## src/rtl/trap_sequencer.sv

```systemverilog
// Machine-mode trap sequencer: arbitrates exceptions, mret and M-mode interrupts, strobes CSR capture, drives fetch redirect.
// Optional TRAP_VECTORED_MTVEC_EN: vectored mtvec mode offsets interrupt targets by 4*code.
module trap_sequencer #(
  parameter int XLEN                = 32,
  parameter int PC_BITWIDTH         = 32,
  parameter int EXCEPTION_CODE_BITS = 4
) (
  input  logic                           clk,
  input  logic                           sync_reset,
  input  logic                           exc_req,
  input  logic [EXCEPTION_CODE_BITS-1:0] exc_code,
  input  logic [PC_BITWIDTH-1:0]         exc_pc,
  input  logic [PC_BITWIDTH-1:0]         exc_addr,
  output logic                           exc_ack,
  input  logic                           mret_req,
  output logic                           mret_ack,
  input  logic                           instr_boundary,
  input  logic [PC_BITWIDTH-1:0]         next_pc,
  input  logic                           mie_in,
  input  logic                           mtie_in,
  input  logic                           meie_in,
  input  logic                           mtip_in,
  input  logic                           meip_in,
  input  logic [XLEN-1:0]                mtvec_in,
  input  logic [XLEN-1:0]                mepc_in,
  output logic                           activate_exception,
  output logic                           is_interrupt,
  output logic [EXCEPTION_CODE_BITS-1:0] exception_code,
  output logic [PC_BITWIDTH-1:0]         exception_PC,
  output logic [PC_BITWIDTH-1:0]         exception_addr,
  output logic                           csr_mret_active,
  output logic                           pipeline_hold,
  output logic                           redirect_valid,
  output logic [PC_BITWIDTH-1:0]         redirect_pc,
  input  logic                           redirect_ready
);

  typedef enum logic [1:0] {IDLE, TRAP, MRET, REDIRECT} state_t;

  state_t                           state_q, state_d;
  logic                             trap_active_q, trap_active_d;
  logic                             activate_exception_q, activate_exception_d;
  logic                             is_interrupt_q, is_interrupt_d;
  logic [EXCEPTION_CODE_BITS-1:0]   exception_code_q, exception_code_d;
  logic [PC_BITWIDTH-1:0]           exception_pc_q, exception_pc_d;
  logic [PC_BITWIDTH-1:0]           exception_addr_q, exception_addr_d;
  logic                             exc_ack_q, exc_ack_d;
  logic                             mret_ack_q, mret_ack_d;
  logic                             csr_mret_active_q, csr_mret_active_d;
  logic                             redirect_valid_q, redirect_valid_d;
  logic [PC_BITWIDTH-1:0]           redirect_pc_q, redirect_pc_d;

  logic            irq_ok, take_ext, take_tmr, idle_take;
  logic [XLEN-1:0] trap_base, trap_vec;

  assign irq_ok    = instr_boundary & mie_in & ~trap_active_q;
  assign take_ext  = irq_ok & meie_in & meip_in;
  assign take_tmr  = irq_ok & mtie_in & mtip_in;
  assign trap_base = {mtvec_in[XLEN-1:2], 2'b00};

`ifdef TRAP_VECTORED_MTVEC_EN
  always_comb begin
    trap_vec = trap_base;
    if (mtvec_in[1:0] == 2'b01 && is_interrupt_q)
      trap_vec = trap_base + (XLEN'(exception_code_q) << 2);
  end
`else
  logic unused_mtvec_mode;
  assign unused_mtvec_mode = ^mtvec_in[1:0];
  assign trap_vec = trap_base;
`endif

  always_comb begin
    state_d              = state_q;
    trap_active_d        = trap_active_q;
    activate_exception_d = 1'b0;
    is_interrupt_d       = is_interrupt_q;
    exception_code_d     = exception_code_q;
    exception_pc_d       = exception_pc_q;
    exception_addr_d     = exception_addr_q;
    exc_ack_d            = 1'b0;
    mret_ack_d           = 1'b0;
    csr_mret_active_d    = 1'b0;
    redirect_valid_d     = redirect_valid_q;
    redirect_pc_d        = redirect_pc_q;
    idle_take            = 1'b0;

    case (state_q)
      IDLE: begin
        // CSR strobes and acks are set here so they are registered in TRAP/MRET
        if (exc_req) begin
          idle_take            = 1'b1;
          state_d              = TRAP;
          activate_exception_d = 1'b1;
          exc_ack_d            = 1'b1;
          is_interrupt_d       = 1'b0;
          exception_code_d     = exc_code;
          exception_pc_d       = exc_pc;
          exception_addr_d     = exc_addr;
        end else if (mret_req) begin
          idle_take         = 1'b1;
          state_d           = MRET;
          mret_ack_d        = 1'b1;
          csr_mret_active_d = 1'b1;
        end else if (take_ext || take_tmr) begin
          idle_take            = 1'b1;
          state_d              = TRAP;
          activate_exception_d = 1'b1;
          is_interrupt_d       = 1'b1;
          exception_code_d     = take_ext ? EXCEPTION_CODE_BITS'(11) : EXCEPTION_CODE_BITS'(7);
          exception_pc_d       = next_pc;
          exception_addr_d     = '0;
        end
      end
      TRAP: begin
        trap_active_d    = 1'b1;
        redirect_valid_d = 1'b1;
        redirect_pc_d    = trap_vec[PC_BITWIDTH-1:0];
        state_d          = REDIRECT;
      end
      MRET: begin
        trap_active_d    = 1'b0;
        redirect_valid_d = 1'b1;
        redirect_pc_d    = mepc_in[PC_BITWIDTH-1:0];
        state_d          = REDIRECT;
      end
      REDIRECT: begin
        if (redirect_ready) begin
          redirect_valid_d = 1'b0;
          state_d          = IDLE;
        end
      end
      default: state_d = IDLE;
    endcase
  end

  always_ff @(posedge clk) begin
    if (sync_reset) begin
      state_q              <= IDLE;
      trap_active_q        <= 1'b0;
      activate_exception_q <= 1'b0;
      is_interrupt_q       <= 1'b0;
      exception_code_q     <= '0;
      exception_pc_q       <= '0;
      exception_addr_q     <= '0;
      exc_ack_q            <= 1'b0;
      mret_ack_q           <= 1'b0;
      csr_mret_active_q    <= 1'b0;
      redirect_valid_q     <= 1'b0;
      redirect_pc_q        <= '0;
    end else begin
      state_q              <= state_d;
      trap_active_q        <= trap_active_d;
      activate_exception_q <= activate_exception_d;
      is_interrupt_q       <= is_interrupt_d;
      exception_code_q     <= exception_code_d;
      exception_pc_q       <= exception_pc_d;
      exception_addr_q     <= exception_addr_d;
      exc_ack_q            <= exc_ack_d;
      mret_ack_q           <= mret_ack_d;
      csr_mret_active_q    <= csr_mret_active_d;
      redirect_valid_q     <= redirect_valid_d;
      redirect_pc_q        <= redirect_pc_d;
    end
  end

  // Hold is raised in the deciding IDLE cycle so the pipeline freezes before TRAP/MRET
  assign pipeline_hold      = ~sync_reset & ((state_q != IDLE) | idle_take);
  assign activate_exception = activate_exception_q;
  assign is_interrupt       = is_interrupt_q;
  assign exception_code     = exception_code_q;
  assign exception_PC       = exception_pc_q;
  assign exception_addr     = exception_addr_q;
  assign exc_ack            = exc_ack_q;
  assign mret_ack           = mret_ack_q;
  assign csr_mret_active    = csr_mret_active_q;
  assign redirect_valid     = redirect_valid_q;
  assign redirect_pc        = redirect_pc_q;

endmodule

```

## config.mk

```make
export PLATFORM = sky130hd
export DESIGN_NAME = trap_sequencer
export DESIGN_NICKNAME = d
export VERILOG_FILES = /design/src/rtl/trap_sequencer.sv
export SDC_FILE = /design/constraint.sdc
export NUM_CORES = 1
export LEC_CHECK = 0
export CORE_MARGIN = 2
export CORE_UTILIZATION = 33
export CTS_BUF_LIST = sky130_fd_sc_hd__clkbuf_4
export DETAILED_ROUTE_END_ITERATION = 7
export GPL_TIMING_DRIVEN = 1
export PLACE_DENSITY = 0.78
export SLEW_MARGIN = 10
export SYNTH_ARGS = -nofsm -noshare
export SYNTH_HDL_FRONTEND = slang
export SYNTH_SLANG_ARGS = --single-unit
```

## constraint.sdc

```tcl
create_clock -name clk -period 1.7 [get_ports clk]
set_input_delay 0.34 -clock clk [delete_from_list [all_inputs] [get_ports clk]]
set_output_delay 0.34 -clock clk [all_outputs]
set_load 0.01 [all_outputs]
```

==> impl_results.rst, run 1 <==
.. list-table::
   :header-rows: 1

   * - Metric
     - Value
   * - Kind of launch point of the worst setup path
     - flop
   * - Number of sinks driven by the clock tree
     - ~110
   * - Initial core utilization
     - 0.338
   * - Class of the most critical hold timing path
     - in2reg
   * - Element type at the critical path end
     - output pin
   * - Cell Area, Synth
     - about 4200 um^2
   * - Post-synth top area share
     - 0.509
   * - Die Footprint
     - roughly 14000 um^2
   * - RSZ-0062 raised after global routing
     - yes
   * - Pre-CTS setup slack
     - -0.475 ns
   * - Net count after synthesis
     - 560
   * - Leading cell type by number of instances after synthesis
     - sky130_fd_sc_hd__dfxtp_1
   * - Worst max-slew margin expressed relative to the limit
     - 0.750
   * - IO Pins
     - between 200 and 300
   * - Max IR drop VDD
     - roughly 0.79 mV
   * - Transition time at the pin with the least slew margin
     - 0.375 ns
   * - Net count, final
     - between 800 and 900
   * - Clock tree from TritonCTS
     - done
   * - Number of standard cells after synthesis
     - 381
   * - Final Critical Period
     - approximately 1.8 ns
   * - Number of enable-type register cells in the synthesized netlist
     - 0
   * - Critical path fanouts, max
     - 2
   * - Area Overhead vs Synth
     - 86.6%
   * - Violations in the final reports
     - negative setup slack
   * - CP required
     - approximately 1.4 ns
   * - Number of setup violations in the final report
     - 61
   * - Horizontal die dimension
     - approximately 120 um
   * - Number of antenna-violating nets in the routed design
     - 0
   * - Core outline area
     - ~13000 um^2
   * - Hold Crit Depth
     - 3
   * - Depth of the CTS H-tree
     - 3
   * - Period utilization
     - 1.08
   * - Clock Tree Root
     - sky130_fd_sc_hd__clkbuf_4
   * - Largest net degree at the start of global routing
     - 45
   * - Synth async-reset ratio
     - 0
   * - Total leakage power
     - 3.53 nW
   * - Total count of max-transition violations in the final report
     - 0
   * - Synth unique cells
     - 35
   * - Kind of cell with the highest combined delay on the critical path
     - flip-flops
   * - Initial antenna violation count
     - 0
   * - Vertical extent of the die
     - about 120 um
   * - DPL Wire Length
     - about 10000 um
   * - Routed vias/inst
     - 4.83
   * - Post-Place Cell Area
     - 7340 um^2
   * - Number of maximum-capacitance violations
     - 0
   * - Fill count
     - between 1000 and 1500
   * - Number of storage elements in the synthesis netlist
     - between 100 and 150
   * - Mean cell area of the mapped netlist
     - approximately 11 um^2
   * - Fraction of the yosys area taken by sequential cells
     - 0.509
   * - Post-Route Utilization
     - 0.630
   * - Top cells by area, synth
     - sky130_fd_sc_hd__dfxtp_1 51%, sky130_fd_sc_hd__mux2i_1 15%, sky130_fd_sc_hd__o2bb2ai_1 7.4%, sky130_fd_sc_hd__a22o_1 6.6%, sky130_fd_sc_hd__a211oi_1 5.7%
   * - Kind of critical path
     - reg2out
   * - Critical-path cell list
     - inv_2 > ha_4 > nor3b_2 > o21a_1 > nor2_1 > buf_2
   * - Post-Layout Inst Area
     - 7920 um^2
   * - Via count of the first global-routing pass
     - between 4000 and 5000
   * - First-pass GRT wire length
     - roughly 23000 um
   * - CTS Hold Bufs
     - 0
   * - Most instantiated cells after synthesis
     - 108 x sky130_fd_sc_hd__dfxtp_1, 62 x sky130_fd_sc_hd__mux2i_1, 36 x sky130_fd_sc_hd__o2bb2ai_1
   * - Remaining design rule violation count
     - 0
   * - Leftover overflow at the end of global routing
     - 0
   * - Pwr/cell area
     - between 1000 and 1500 nW/um^2
   * - Max frequency
     - around 550 MHz
   * - Placement Rows
     - 41
   * - Slowest stage cell, crit path
     - sky130_fd_sc_hd__dfxtp_2
   * - Clock Latency Late Sink
     - about 0.45 ns
   * - Worst Clk Skew
     - approximately 0.021 ns
   * - Count of input and output buffers
     - 279
   * - Outcome
     - finished with violations
   * - Number of synthesis warnings
     - 0
   * - Final Routed Wirelength
     - between 10000 and 15000 um
   * - Antenna diode count
     - 0
   * - Path depth of the worst reg2reg path
     - 11
   * - CTS Buf Count
     - 9
   * - Main synth FF type
     - sky130_fd_sc_hd__dfxtp_1
   * - CP Depth
     - 6
   * - Fraction of final layout cells sized beyond drive strength 1
     - 0.149
   * - Crit-path max cell delay
     - 0.37 ns
   * - Vias after detailed routing
     - just over 4000
   * - Initial DRT Pass Iterations
     - 4
   * - Global placer's final weighted congestion
     - between 0.8 and 0.9
   * - Worst Path Buf+Inv
     - 2
   * - Arrival time at the worst endpoint
     - approximately 1.5 ns
   * - GRT Total Usage
     - 0.201
   * - Wire length per cell
     - 16.7 um
   * - Final setup TNS
     - -2.54 ns
   * - Initial DRC Count
     - around 140
   * - Cell taking the most area after synthesis
     - sky130_fd_sc_hd__dfxtp_1
   * - Worst hold margin
     - about 0.46 ns
   * - Final WS setup
     - -0.134 ns
   * - Maximum count of clock buffers along a single path
     - 2
   * - Number of hold violations in the final report
     - 0
   * - Worst-path clk slew
     - roughly 0.15 ns
## stage by stage
| stage | std cells | power, mW |
|---|---|---|
| CTS | 853 | 9.36 |
| global placement | 823 | 8.02 |
| detailed placement | 823 | 8.13 |
| floorplan | 381 | 5.80 |
| finish | 858 | 9.58 |
| global route | 858 | 10.2 |
## final timing paths
path	slack (ns)	startpoint	to
worst max-delay path	-0.13	state_q[1]$_SDFFE_PP0P_	pipeline_hold
worst min-delay path	0.46	mepc_in[1]	redirect_pc[1]$_SDFFE_PP0P_
worst max register to register	-0.09	state_q[1]$_SDFFE_PP0P_	exception_PC[3]$_SDFFE_PP0P_
worst min register to register	0.47	redirect_pc[0]$_SDFFE_PP0P_	redirect_pc[0]$_SDFFE_PP0P_
## layout make-up
cell class	instances	area [um^2]	area share
clock buffer	10	75.1	0.00948
clock inverter	5	53.8	0.00679
inverter	6	22.5	0.00284
multi-input combinational	232	2080	0.262
sequential	108	2170	0.274
tap	172	215	0.0272
timing repair buffer	325	3310	0.418
## power by group
group | switching (mW) | leakage (nW) | internal (mW)
combinational | 2.24 | 2.57 | 2.53
clock | 0.795 | 0.0675 | 0.452
sequential | 0.352 | 0.891 | 3.21
total | 3.38 | 3.53 | 6.19
## cell families (layout without fill, tap and decap cells)
group	after synthesis	count (layout)	synth area share
flops	108	108	0.509
compound gates	113	113	0.224
fa+ha+maj	4	4	0.0118
buf+inv	41	346	0.0457
simple gates	53	53	0.0633
mux	62	62	0.146
## registers in the layout, summed over array words and instances (netlist names), 2 cells and up
signal	cells
exception_PC	32
exception_addr	32
redirect_pc	32
exception_code	4
state_q	2
## layer usage
| metal | up-vias | track usage | part of all wire |
|---|---|---|---|
| li1 | 2026 | - | - |
| met2 | 193 | 0.364 | 0.51 |
| met3 | 19 | 0.0754 | 0.089 |
| met1 | 1905 | 0.218 | 0.39 |
| met4 | 0 | 0.0572 | 0.017 |
| met5 | - | 0 | 0 |
## placed cells by master (no fill, tap or decap), types with 3 or more instances in the layout
master / n
sky130_fd_sc_hd__clkdlybuf4s50_1: 171
sky130_fd_sc_hd__dfxtp_1: 102
sky130_fd_sc_hd__dlygate4sd2_1: 102
sky130_fd_sc_hd__mux2i_1: 62
sky130_fd_sc_hd__nor2_1: 35
sky130_fd_sc_hd__a22o_1: 32
sky130_fd_sc_hd__a211oi_1: 32
sky130_fd_sc_hd__buf_4: 22
sky130_fd_sc_hd__o2bb2ai_2: 19
sky130_fd_sc_hd__o2bb2ai_1: 16
sky130_fd_sc_hd__clkbuf_4: 10
sky130_fd_sc_hd__buf_12: 8
sky130_fd_sc_hd__buf_6: 6
sky130_fd_sc_hd__dfxtp_2: 6
sky130_fd_sc_hd__clkbuf_16: 5
sky130_fd_sc_hd__inv_2: 4
sky130_fd_sc_hd__nand2_1: 4
sky130_fd_sc_hd__buf_16: 4
sky130_fd_sc_hd__dlymetal6s2s_1: 4
sky130_fd_sc_hd__a21oi_1: 3
sky130_fd_sc_hd__nor2b_1: 3
## worst reg2reg max path: stages (launching register included)
cell and delay, ns:
sky130_fd_sc_hd__dfxtp_2 0.37, sky130_fd_sc_hd__inv_2 0.05, sky130_fd_sc_hd__ha_4 0.15, sky130_fd_sc_hd__buf_4 0.15
sky130_fd_sc_hd__nor4b_4 0.13, sky130_fd_sc_hd__buf_4 0.12, sky130_fd_sc_hd__buf_4 0.13, sky130_fd_sc_hd__a21oi_4 0.16
sky130_fd_sc_hd__buf_6 0.14, sky130_fd_sc_hd__buf_12 0.10, sky130_fd_sc_hd__buf_12 0.12, sky130_fd_sc_hd__o2bb2ai_2 0.06
## repair_timing
| item | 4_1_cts | 5_1_grt |
|---|---|---|
| setup buffers | 12 | 0 |
| endpoints found under the hold margin | 0 | 0 |
| resized for setup | 137 | 28 |
| setup endpoints to repair | 166 | 76 |
| gates cloned | 5 | 6 |
| pin swaps | 7 | 6 |
Note: power is estimated with default switching activity, not from simulation.
==> inputs of run 2 (changes only) <==
--- a/config.mk
+++ b/config.mk
@@ -5,12 +5,13 @@
 export SDC_FILE = /design/constraint.sdc
 export NUM_CORES = 1
 export LEC_CHECK = 0
+export ABC_AREA = 1
 export CORE_MARGIN = 2
-export CORE_UTILIZATION = 33
+export CORE_UTILIZATION = 36
 export CTS_BUF_LIST = sky130_fd_sc_hd__clkbuf_4
 export DETAILED_ROUTE_END_ITERATION = 7
 export GPL_TIMING_DRIVEN = 1
-export PLACE_DENSITY = 0.78
+export PLACE_DENSITY = 0.79
 export SLEW_MARGIN = 10
 export SYNTH_ARGS = -nofsm -noshare
 export SYNTH_HDL_FRONTEND = slang
==> impl_results.rst, run 2 <==
.. list-table::
   :header-rows: 1

   * - Metric
     - Value
   * - Post-route non-filler standard cell count
     - 1174 (+37%)
   * - Most frequent cells in the layout
     - 243 x sky130_fd_sc_hd__nand2_1, 171 x sky130_fd_sc_hd__clkdlybuf4s50_1, 165 x sky130_fd_sc_hd__nand3_1
   * - Leading cell type by number of instances after synthesis
     - sky130_fd_sc_hd__nand2_1
   * - IO Pins
     - 282 (unchanged)
   * - Number of storage elements in the synthesis netlist
     - 108 (unchanged)
   * - Depth of the CTS H-tree
     - 3 (unchanged)
   * - Leading cell type in the layout, fill and taps excluded
     - sky130_fd_sc_hd__nand2_1
   * - Initial core utilization
     - 0.371 (+0.0327)
   * - Horizontal die dimension
     - 121 um (+3.2%)
   * - Number of antenna-violating nets in the routed design
     - 0 (unchanged)
   * - GRT Total Usage
     - 0.219 (+0.0184)
   * - Remaining design rule violation count
     - 0 (unchanged)
   * - Routed vias/inst
     - 4.84 (+0.16%)
   * - Net count after synthesis
     - 897 (+60%)
   * - CTS Hold Bufs
     - 0 (unchanged)
   * - Initial DRC Count
     - 345 (+140%)
   * - Worst-path clk slew
     - 0.18 ns (+0.03 ns)
   * - Final Routed Wirelength
     - 16700 um (+16%)
   * - Number of hold violations in the final report
     - 0 (unchanged)
   * - Core outline area
     - 13300 um^2 (+6.2%)
   * - Clock Latency Late Sink
     - 0.46 ns (about the same)
   * - Combinational power share
     - 0.501 (+0.003)
   * - Outcome
     - finished with violations
   * - Largest net degree at the start of global routing
     - 67 (+49%)
   * - Total leakage power
     - 4.11 nW (+16%)
   * - Total count of max-transition violations in the final report
     - 0 (unchanged)
   * - Area Overhead vs Synth
     - 64.6%
   * - Part of the power in the clock network
     - 0.131 (about the same)
   * - Total placed cells including tap cells
     - 1153 (+40%)
   * - Worst max-slew margin expressed relative to the limit
     - 0.728 (-0.0216)
   * - Vias after detailed routing
     - 5678 (+37%)
   * - Sw Ratio
     - 0.396 (+0.0427)
   * - Worst Clk Skew
     - 0.0224 ns (+0.00109 ns)
   * - RSZ-0062 raised after global routing
     - yes
   * - Final WS setup
     - -0.0644 ns (+0.0697 ns)
   * - Most instantiated cells after synthesis
     - 243 x sky130_fd_sc_hd__nand2_1, 165 x sky130_fd_sc_hd__nand3_1, 108 x sky130_fd_sc_hd__dfxtp_1
   * - Number of standard cells after synthesis
     - 718 (+88%)
   * - Global placer's final weighted congestion
     - 0.776 (-7.1%)
   * - Number of synthesis warnings
     - 0 (unchanged)
   * - Fraction of final layout cells sized beyond drive strength 1
     - 0.0923 (-0.0564)
   * - Post-synth top area share
     - 0.437 (-0.0720)
   * - Fill count
     - 1287 (+27%)
   * - Critical path fanouts, max
     - 2 (unchanged)
   * - Period utilization
     - 1.04 (-0.0410)
   * - Maximum count of clock buffers along a single path
     - 2 (unchanged)
   * - Number of sinks driven by the clock tree
     - 108 (unchanged)
   * - First-pass GRT wire length
     - 25800 um (+14%)
   * - Die Footprint
     - 14700 um^2 (+6.5%)
   * - Hold Path Origin
     - mepc_in[0]
   * - Number of setup violations in the final report
     - 1 (-98%)
   * - Max frequency
     - 567 MHz (+4.0%)
   * - Critical path origin
     - state_q[1]$_SDFFE_PP0P_
   * - Pwr/cell area
     - 1150 nW/um^2 (-4.7%)
   * - Synth unique cells
     - 22 (-37%)
   * - Class of the most critical hold timing path
     - in2reg
   * - CTS Buf Count
     - 9 (unchanged)
   * - Leftover overflow at the end of global routing
     - 0 (unchanged)
   * - Vertical extent of the die
     - 121 um (+3.2%)
   * - Initial DRT Pass Iterations
     - 5 (+1)
   * - Count of input and output buffers
     - 279 (unchanged)
   * - Net Switching
     - 3.71 mW (+9.7%)
   * - Final Critical Period
     - 1.76 ns (-0.0697 ns)
   * - Top cells by area, synth
     - sky130_fd_sc_hd__dfxtp_1 44%, sky130_fd_sc_hd__nand2_1 18%, sky130_fd_sc_hd__nand3_1 17%, sky130_fd_sc_hd__nand4_1 4.6%, sky130_fd_sc_hd__a21oi_1 4.2%
   * - Kind of launch point of the worst setup path
     - flop
   * - Max IR drop VDD
     - 0.714 mV (-10%)
   * - Arrival time at the worst endpoint
     - 1.42 ns (-0.07 ns)
   * - Clock Tree Root
     - sky130_fd_sc_hd__clkbuf_4
   * - Main synth FF type
     - sky130_fd_sc_hd__dfxtp_1
   * - Fraction of the yosys area taken by sequential cells
     - 0.437 (-0.0720)
   * - Launch instance of the worst register-to-register path
     - state_q[1]$_SDFFE_PP0P_
   * - Number of maximum-capacitance violations
     - 0 (unchanged)
   * - Wire length per cell
     - 14.2 um (-15%)
   * - Synth async-reset ratio
     - 0 (unchanged)
   * - Clock tree from TritonCTS
     - done
   * - Placement Rows
     - 42 (+2.4%)
   * - Net count, final
     - 1171 (+36%)
   * - Transition time at the pin with the least slew margin
     - 0.407 ns (+0.0323 ns)
   * - Element type at the critical path end
     - output pin
   * - CP required
     - 1.36 ns (about the same)
   * - Mean cell area of the mapped netlist
     - 6.89 um^2 (-38%)
   * - Cell taking the most area after synthesis
     - sky130_fd_sc_hd__dfxtp_1
   * - Number of enable-type register cells in the synthesized netlist
     - 0 (unchanged)
   * - Via count of the first global-routing pass
     - 5403 (+21%)
   * - Cell Area, Synth
     - 4950 um^2 (+16%)
   * - Post-Route Utilization
     - 0.610 (-0.0205)
   * - Internal Power
     - 5.66 mW (-8.6%)
   * - Sequential cell fraction of total power
     - 0.367 (-0.005)
   * - Violations in the final reports
     - negative setup slack
   * - DPL Wire Length
     - 12000 um (+15%)
   * - Initial antenna violation count
     - 1 (+1)
   * - Kind of critical path
     - reg2out
run 2: cell count changes after synthesis, sizes merged, moves of 3 or more:
cell,previous run,this run
nand4,0,36
o2bb2ai,36,0
clkbuf,17,21
buf,18,40
a22o,32,0
a21oi,4,42
inv,6,41
nor2,35,9
mux2i,62,0
nand2,4,245
nand3,2,166
a211oi,33,0
nor2b,3,0
run 2: routing by layer:
metal	global-route usage	routed length [um]	up-vias
met5	0	0	-
met4	0.0826	408	0
met3	0.0681	1440	25
met2	0.384	8010	218
met1	0.249	6800	2537
li1	-	-	2898
run 2: critical path, stage by stage (launching register included):
cell,delay (ns)
sky130_fd_sc_hd__dfxtp_2,0.36
sky130_fd_sc_hd__inv_2,0.08
sky130_fd_sc_hd__ha_4,0.13
sky130_fd_sc_hd__inv_2,0.04
sky130_fd_sc_hd__nor3_2,0.12
sky130_fd_sc_hd__a21oi_1,0.08
sky130_fd_sc_hd__buf_2,0.14
run 2: kinds of logic (layout without fill, tap and decap cells):
| kind of cell | count (synthesis) | in the layout | share of synthesized area |
|---|---|---|---|
| other | 0 | 1 | 0 |
| DFF | 108 | 108 | 0.437 |
| and+or+nand+nor | 460 | 460 | 0.417 |
| AOI/OAI and AO/OA | 44 | 44 | 0.0445 |
| adders and majority gates | 4 | 4 | 0.0101 |
| buffers and inverters | 102 | 381 | 0.0908 |
run 2: cell type report:
| cell class | instances | area [um^2] | area share |
|---|---|---|---|
| flip-flops and latches | 108 | 2180 | 0.267 |
| clock buffers | 10 | 75.1 | 0.00922 |
| multi-input cells | 508 | 2360 | 0.291 |
| inverters | 41 | 154 | 0.0189 |
| clock inverters | 6 | 48.8 | 0.00599 |
| well taps | 176 | 220 | 0.0271 |
| diodes | 1 | 2.50 | 0.000307 |
| repair buffers | 324 | 3100 | 0.381 |
run 2: worst paths after layout:
path                                     to  slack [ns]  cells after the start
max                           pipeline_hold       -0.06                      6
min             redirect_pc[0]$_SDFFE_PP0P_        0.40                      3
min reg2reg     redirect_pc[1]$_SDFFE_PP0P_        0.48                      2
max reg2reg  exception_code[0]$_SDFFE_PP0P_        0.04                      8
run 2: per-stage QoR:
| step | setup slack [ns] | setup TNS [ns] | hold WS (ns) | area, um^2 | power (mW) |
|---|---|---|---|---|---|
| global route | -0.169 | -1.01 | 0.373 | 8140 | 10.1 |
| detailed placement | -0.437 | -5.15 | 0.456 | 8050 | 8.38 |
| CTS | -0.145 | -0.145 | 0.358 | 8090 | 9.27 |
| global placement | -0.436 | -4.36 | 0.452 | 8050 | 8.31 |
| finish | -0.0644 | -0.0644 | 0.398 | 8140 | 9.38 |
| floorplan | 0.254 | 0 | 0.480 | 4950 | 5.94 |
run 2: power by group through the flow:
| stage | registers [mW] | logic (mW) | clock network, mW |
|---|---|---|---|
| final | 3.45 | 4.70 | 1.23 |
| after global routing | 3.52 | 5.19 | 1.38 |
| after CTS | 3.45 | 4.55 | 1.28 |
| after detailed placement | 3.50 | 4.88 | 0 |
| after global placement | 3.48 | 4.83 | 0 |
| after floorplan | 3.76 | 2.18 | 0 |
run 2: timing repair:
item	in CTS	in global routing
cloned	0	2
setup buffers	2	0
endpoints found under the setup margin	113	68
gates resized for setup	128	5
pin swaps	3	3
==> RTL change 1: new RTL, settings of run 1 <==
The parameter `EXCEPTION_CODE_BITS` goes from 4 to 6.
--- a/src/rtl/trap_sequencer.sv
+++ b/src/rtl/trap_sequencer.sv
@@ -4,5 +4,5 @@
   parameter int XLEN                = 32,
   parameter int PC_BITWIDTH         = 32,
-  parameter int EXCEPTION_CODE_BITS = 4
+  parameter int EXCEPTION_CODE_BITS = 6
 ) (
   input  logic                           clk,
Ports: changed (resized exc_code and exception_code); port bits go from 282 to 286. The function was not compared with the original's and may differ.
==> RTL change 1 against run 1 <==
The run still ends with setup timing left. Final area is 5.5% higher. Count of clock-buffer cells in the layout down 1. Synthesized area grew 2.7%. Wire length increased by 17%. Setup slack got worse by 72 ps. Sequential cell count increased by 2. Total power grew 10%. Via count is 5.5% higher. Sequential power grew 3%. Maximum frequency down 3.8%.
==> RTL change 1: results (changes against run 1) <==
- Fin util: 0.639 (+0.00838)
- Metal2 WL: 8720 um (+20%)
- Vias per cell: 4.97 (+2.8%)
- Violations in the final reports: setup timing
- Setup TNS: -6510 ps (-3970 ps)
- Psw: 3820 uW (+13%)
- Worst EP arrival: 1570 ps (+80 ps)
- DRT iter0 DRCs: 196 (+36%)
- Setup-failing EPs final: 70 (+15%)
- Register-to-register setup slack: -170 ps (-80 ps)
- Post-synth ARST share: 0 (unchanged)
- IO buf count: 283 (+1.4%)
- Grt met1 use: 0.230 (+0.0115)
- Final ANT Viol Nets: 0 (unchanged)
- Met2 Usage GRT: 0.398 (+0.0339)
- Ys Warns: 0 (unchanged)
- Worst slew margin: 0.581 (-0.169)
- First-pass GRT wire length: 24000 um (+5.9%)
- Share of cells above drive strength 1: 0.193 (+0.0448)
- Routed WL per cell: 19.0 um (+14%)
- Status: finished, violations left
- Fill cells: 1000 (-1.7%)
- Nets@finish: 880 (+2.2%)
- Adder-Cell Fraction of Synth Area: 0.0115 (-0.000311)
- All-layer global routing usage: 0.218 (+0.0171)
- Syn Nets: 566 (+1.1%)
- Placed cell area: 7370 um2 (+0.46%)
- Cells after DPL: 828 (+0.61%)
- Synthesized instance count: 385 (+1.0%)
- Peak VDD IR: 755 uV (-4.8%)
- Antenna violations before repair: 1 (+1)
- Top cells by count, synth: dfxtp_1, mux2i_1, o2bb2ai_1
- Synth Area in Compound Gates: 0.224 (about the same)
- Met3 wire len: 1320 um (+3.9%)
- Synth top area cells: dfxtp_1, mux2i_1, o2bb2ai_1
- Hold EP: redirect_pc[0]
- Post-synthesis mux area share: 0.142 (-0.00386)
- DP HPWL: 10600 um (+1.3%)
- Postcts setup bufs: 17 (+5)
- Met3 Use GR: 0.0723 (-0.00307)
- Max Used Layer: met4
- Static Leak: 0.00367 uW (+4.0%)
- Latest clock arrival within the worst-skew pair: 470 ps (+20 ps)
- Clock power share: 0.125 (-0.005)
- Post-layout worst setup margin: -206 ps (-71.7 ps)
- Post_cts resized: 162 (+18%)
- Initial core utilization: 0.333 (-0.00455)
- Hold slack: 452 ps (-6.41 ps)
- Seq/Total Area, Yosys: 0.505 (-0.00426)
- Max Fanout on Critical Path: 3 (+1)
- Power per cell area: 1260 nW/um2 (+4.3%)
- Post-synth cell types: 36 (+2.9%)
- Largest net degree at the start of global routing: 65 (+44%)
- Hold_sp: mepc_in[0]
- Skew final: 17.7 ps (-3.68 ps)
- Reg-to-reg endpoint: exception_PC[1]
- H-tree Lvls: 3 (unchanged)
[RTL change 1: how the worst max path moves through the flow]
| stage | from | endpoint | slack [ps] | cells after the start |
|---|---|---|---|---|
| detailed placement | meip_in | exception_code[3] | -570 | 5 |
| floorplan | state_q[0] | exception_addr[18] | 90 | 6 |
| CTS | state_q[1] | pipeline_hold | -240 | 6 |
| global route | state_q[1] | pipeline_hold | -320 | 6 |
| global placement | meip_in | exception_PC[21] | -490 | 5 |
| finish | state_q[0] | pipeline_hold | -210 | 6 |
[RTL change 1: area by class of cell]
| class | instances | area share |
|---|---|---|
| antenna | 1 | 0.000299 |
| timing repair buffer | 337 | 0.418 |
| inverter | 6 | 0.00269 |
| clock buffer | 9 | 0.00808 |
| multi-input combinational | 235 | 0.271 |
| clock inverter | 6 | 0.00734 |
| sequential | 110 | 0.266 |
| tap | 176 | 0.0263 |
==> RTL change 2: new RTL, config.mk and constraints of run 1 <==
Without the edit above. Put one more register stage on the output `redirect_pc`, without a reset. The value now appears one clock later. The other outputs are not delayed to match.
--- a/src/rtl/trap_sequencer.sv
+++ b/src/rtl/trap_sequencer.sv
@@ -176,5 +176,7 @@
   assign csr_mret_active    = csr_mret_active_q;
   assign redirect_valid     = redirect_valid_q;
-  assign redirect_pc        = redirect_pc_q;
+  always_ff @(posedge clk) begin
+    redirect_pc <= redirect_pc_q;
+  end
 
 endmodule
Function: changed (Yosys sat finds a counterexample within 4 cycles, from zero or initial values and one cycle with sync_reset high).
==> RTL change 2 against run 1 <==
Final area is 5.8% higher. Combinational power fell by 4%. Wire length is 4.7% higher. Critical path depth stayed put. Synthesized area rose by 16%. Total power is 17% higher. The run still ends with setup timing left. Via count up 6.2%. Worst hold slack got worse by 100 ps. Sequential cell count is 32 higher. Highest routed layer unchanged. Non-clock buffer count fell by 13. Setup slack worse by 83 ps.
==> RTL change 2: results (changes against run 1) <==
- DR vias: 4401 (+6.2%)
- Status: finished, violations left
- Antenna violations before repair: 1 (+1)
- Worst slew margin: 0.769 (+0.0186)
- First drt pass iteration count: 7 (+3)
- Setup-failing EPs final: 19 (-69%)
- DRT iter0 DRCs: 169 (+17%)
- Synth top area cells: dfxtp_1, mux2i_1, o2bb2ai_1
- Placed cell area: 7980 um2 (+8.7%)
- Synthesized instance count: 413 (+8.4%)
- Latest clock arrival within the worst-skew pair: 520 ps (+70 ps)
- R2R cell count: 8 (-3)
- Routed WL per cell: 16.5 um (-0.96%)
- Top cells by count, synth: dfxtp_1, mux2i_1, o2bb2ai_1
- Nets@finish: 888 (+3.1%)
- Hold Path Class: reg2reg
- Hold path depth: 0 (-3)
- Gpl congestion: 0.812 (-2.9%)
- Syn Nets: 592 (+5.7%)
- First-pass GRT wire length: 22200 um (-1.9%)
- Hold_sp: redirect_pc_q[29]
- Static Leak: 0.00370 uW (+4.8%)
- DP HPWL: 10700 um (+2.3%)
- All-layer global routing usage: 0.174 (-0.0272)
- Post-layout worst setup margin: -217 ps (-83.1 ps)
- Cells after DPL: 864 (+5.0%)
- Hold EP: redirect_pc[29]
- Critical Path Max Stage Delay: 340 ps (-30 ps)
- Cts bufs inserted: 17 (+8)
- Clock transition at path regs: 110 ps (-40 ps)
- Largest net degree at the start of global routing: 65 (+44%)
- Hold slack: 355 ps (-102 ps)
- Root buf cell: clkbuf_4
- Violations in the final reports: setup timing
- Max Fanout on Critical Path: 2 (unchanged)
- Fin cells: 907 (+5.7%)
- Skew final: 10.8 ps (-10.6 ps)
- Seq/Total Area, Yosys: 0.570 (+0.0607)
- Post-synth cell types: 36 (+2.9%)
- Share of cells above drive strength 1: 0.123 (-0.0254)
- Peak VDD IR: 742 uV (-6.5%)
- H-tree Lvls: 4 (+1)
- Register-to-register setup slack: -40 ps (+50 ps)
- Vias in the first global route: 4485 (+0.81%)
## RTL change 2: cell count changes after synthesis
cell      change
buf_4         -1
buf_2         -3
clkbuf_1      -4
a22oi_4       +1
buf_6         +4
dfxtp_1      +32
a22oi_2       -1
buf_1         +4
## RTL change 2: repair_timing
| action | 4_1_cts | 5_1_grt |
|---|---|---|
| cloned | 0 | 5 |
| endpoints found under the hold margin | 0 | 0 |
| buffers inserted | 1 | 4 |
| resized for setup | 118 | 14 |
| pin swaps | 1 | 2 |
| endpoints found under the setup margin | 160 | 52 |
## RTL change 2: worst reg2reg max path, stage by stage, from the launching register on
cell and delay [ps]:
dfxtp_2 340, inv_2 70, ha_4 140, buf_4 140, nor4b_4 290, a211oi_4 60
buf_4 170, buf_12 150, a22o_1 270
## RTL change 2: metrics by stage
step	setup slack, ps	setup TNS (ps)
floorplan	44.9	0
global placement	-415	-28620
detailed placement	-466	-31330
CTS	-290	-290
global route	-370	-3300
finish	-217	-422
## RTL change 2: final cells by class
type	count	area, um2
Clock inverter	12	124
Timing Repair Buffer	312	3050
Tap cell	184	230
Antenna cell	1	2.50
Clock buffer	20	150
Sequential cell	140	2810
Inverter	6	22.5
Multi-Input combinational cell	232	2000
Fill cell	1204	6150
## RTL change 2: cell families (layout without fill, tap and decap cells)
group | count (synthesis) | count (layout) | share of synthesized area
buf+inv | 41 | 350 | 0.0440
flops | 140 | 140 | 0.570
compound gates | 113 | 113 | 0.195
other cells | 0 | 1 | 0
mux | 62 | 62 | 0.126
simple gates | 53 | 53 | 0.0547
fa+ha+maj | 4 | 4 | 0.0102
## RTL change 2: power breakdown
group	total [uW]	leakage (uW)	switching [uW]	internal, uW
clock network	2060	0.000148	1150	910
registers	4590	0.00115	395	4200
logic	4580	0.00240	2210	2370
## RTL change 2: layer usage
| metal | vias up | wire, um | global-route usage |
|---|---|---|---|
| met2 | 206 | 7630 | 0.316 |
| met4 | 0 | 290 | 0.0549 |
| met5 | - | 0 | 0 |
| met3 | 29 | 1240 | 0.0671 |
| met1 | 2050 | 5850 | 0.184 |
| li1 | 2116 | - | - |
## RTL change 2: worst max-delay path by stage
| stage | slack [ps] | from | end |
|---|---|---|---|
| after global placement | -410 | meip_in | pipeline_hold |
| after floorplan | 40 | state_q[0] | exception_PC[0] |
| final | -220 | state_q[1] | pipeline_hold |
| after CTS | -290 | state_q[1] | pipeline_hold |
| after global routing | -370 | state_q[1] | pipeline_hold |
| after detailed placement | -470 | meip_in | exception_PC[17] |
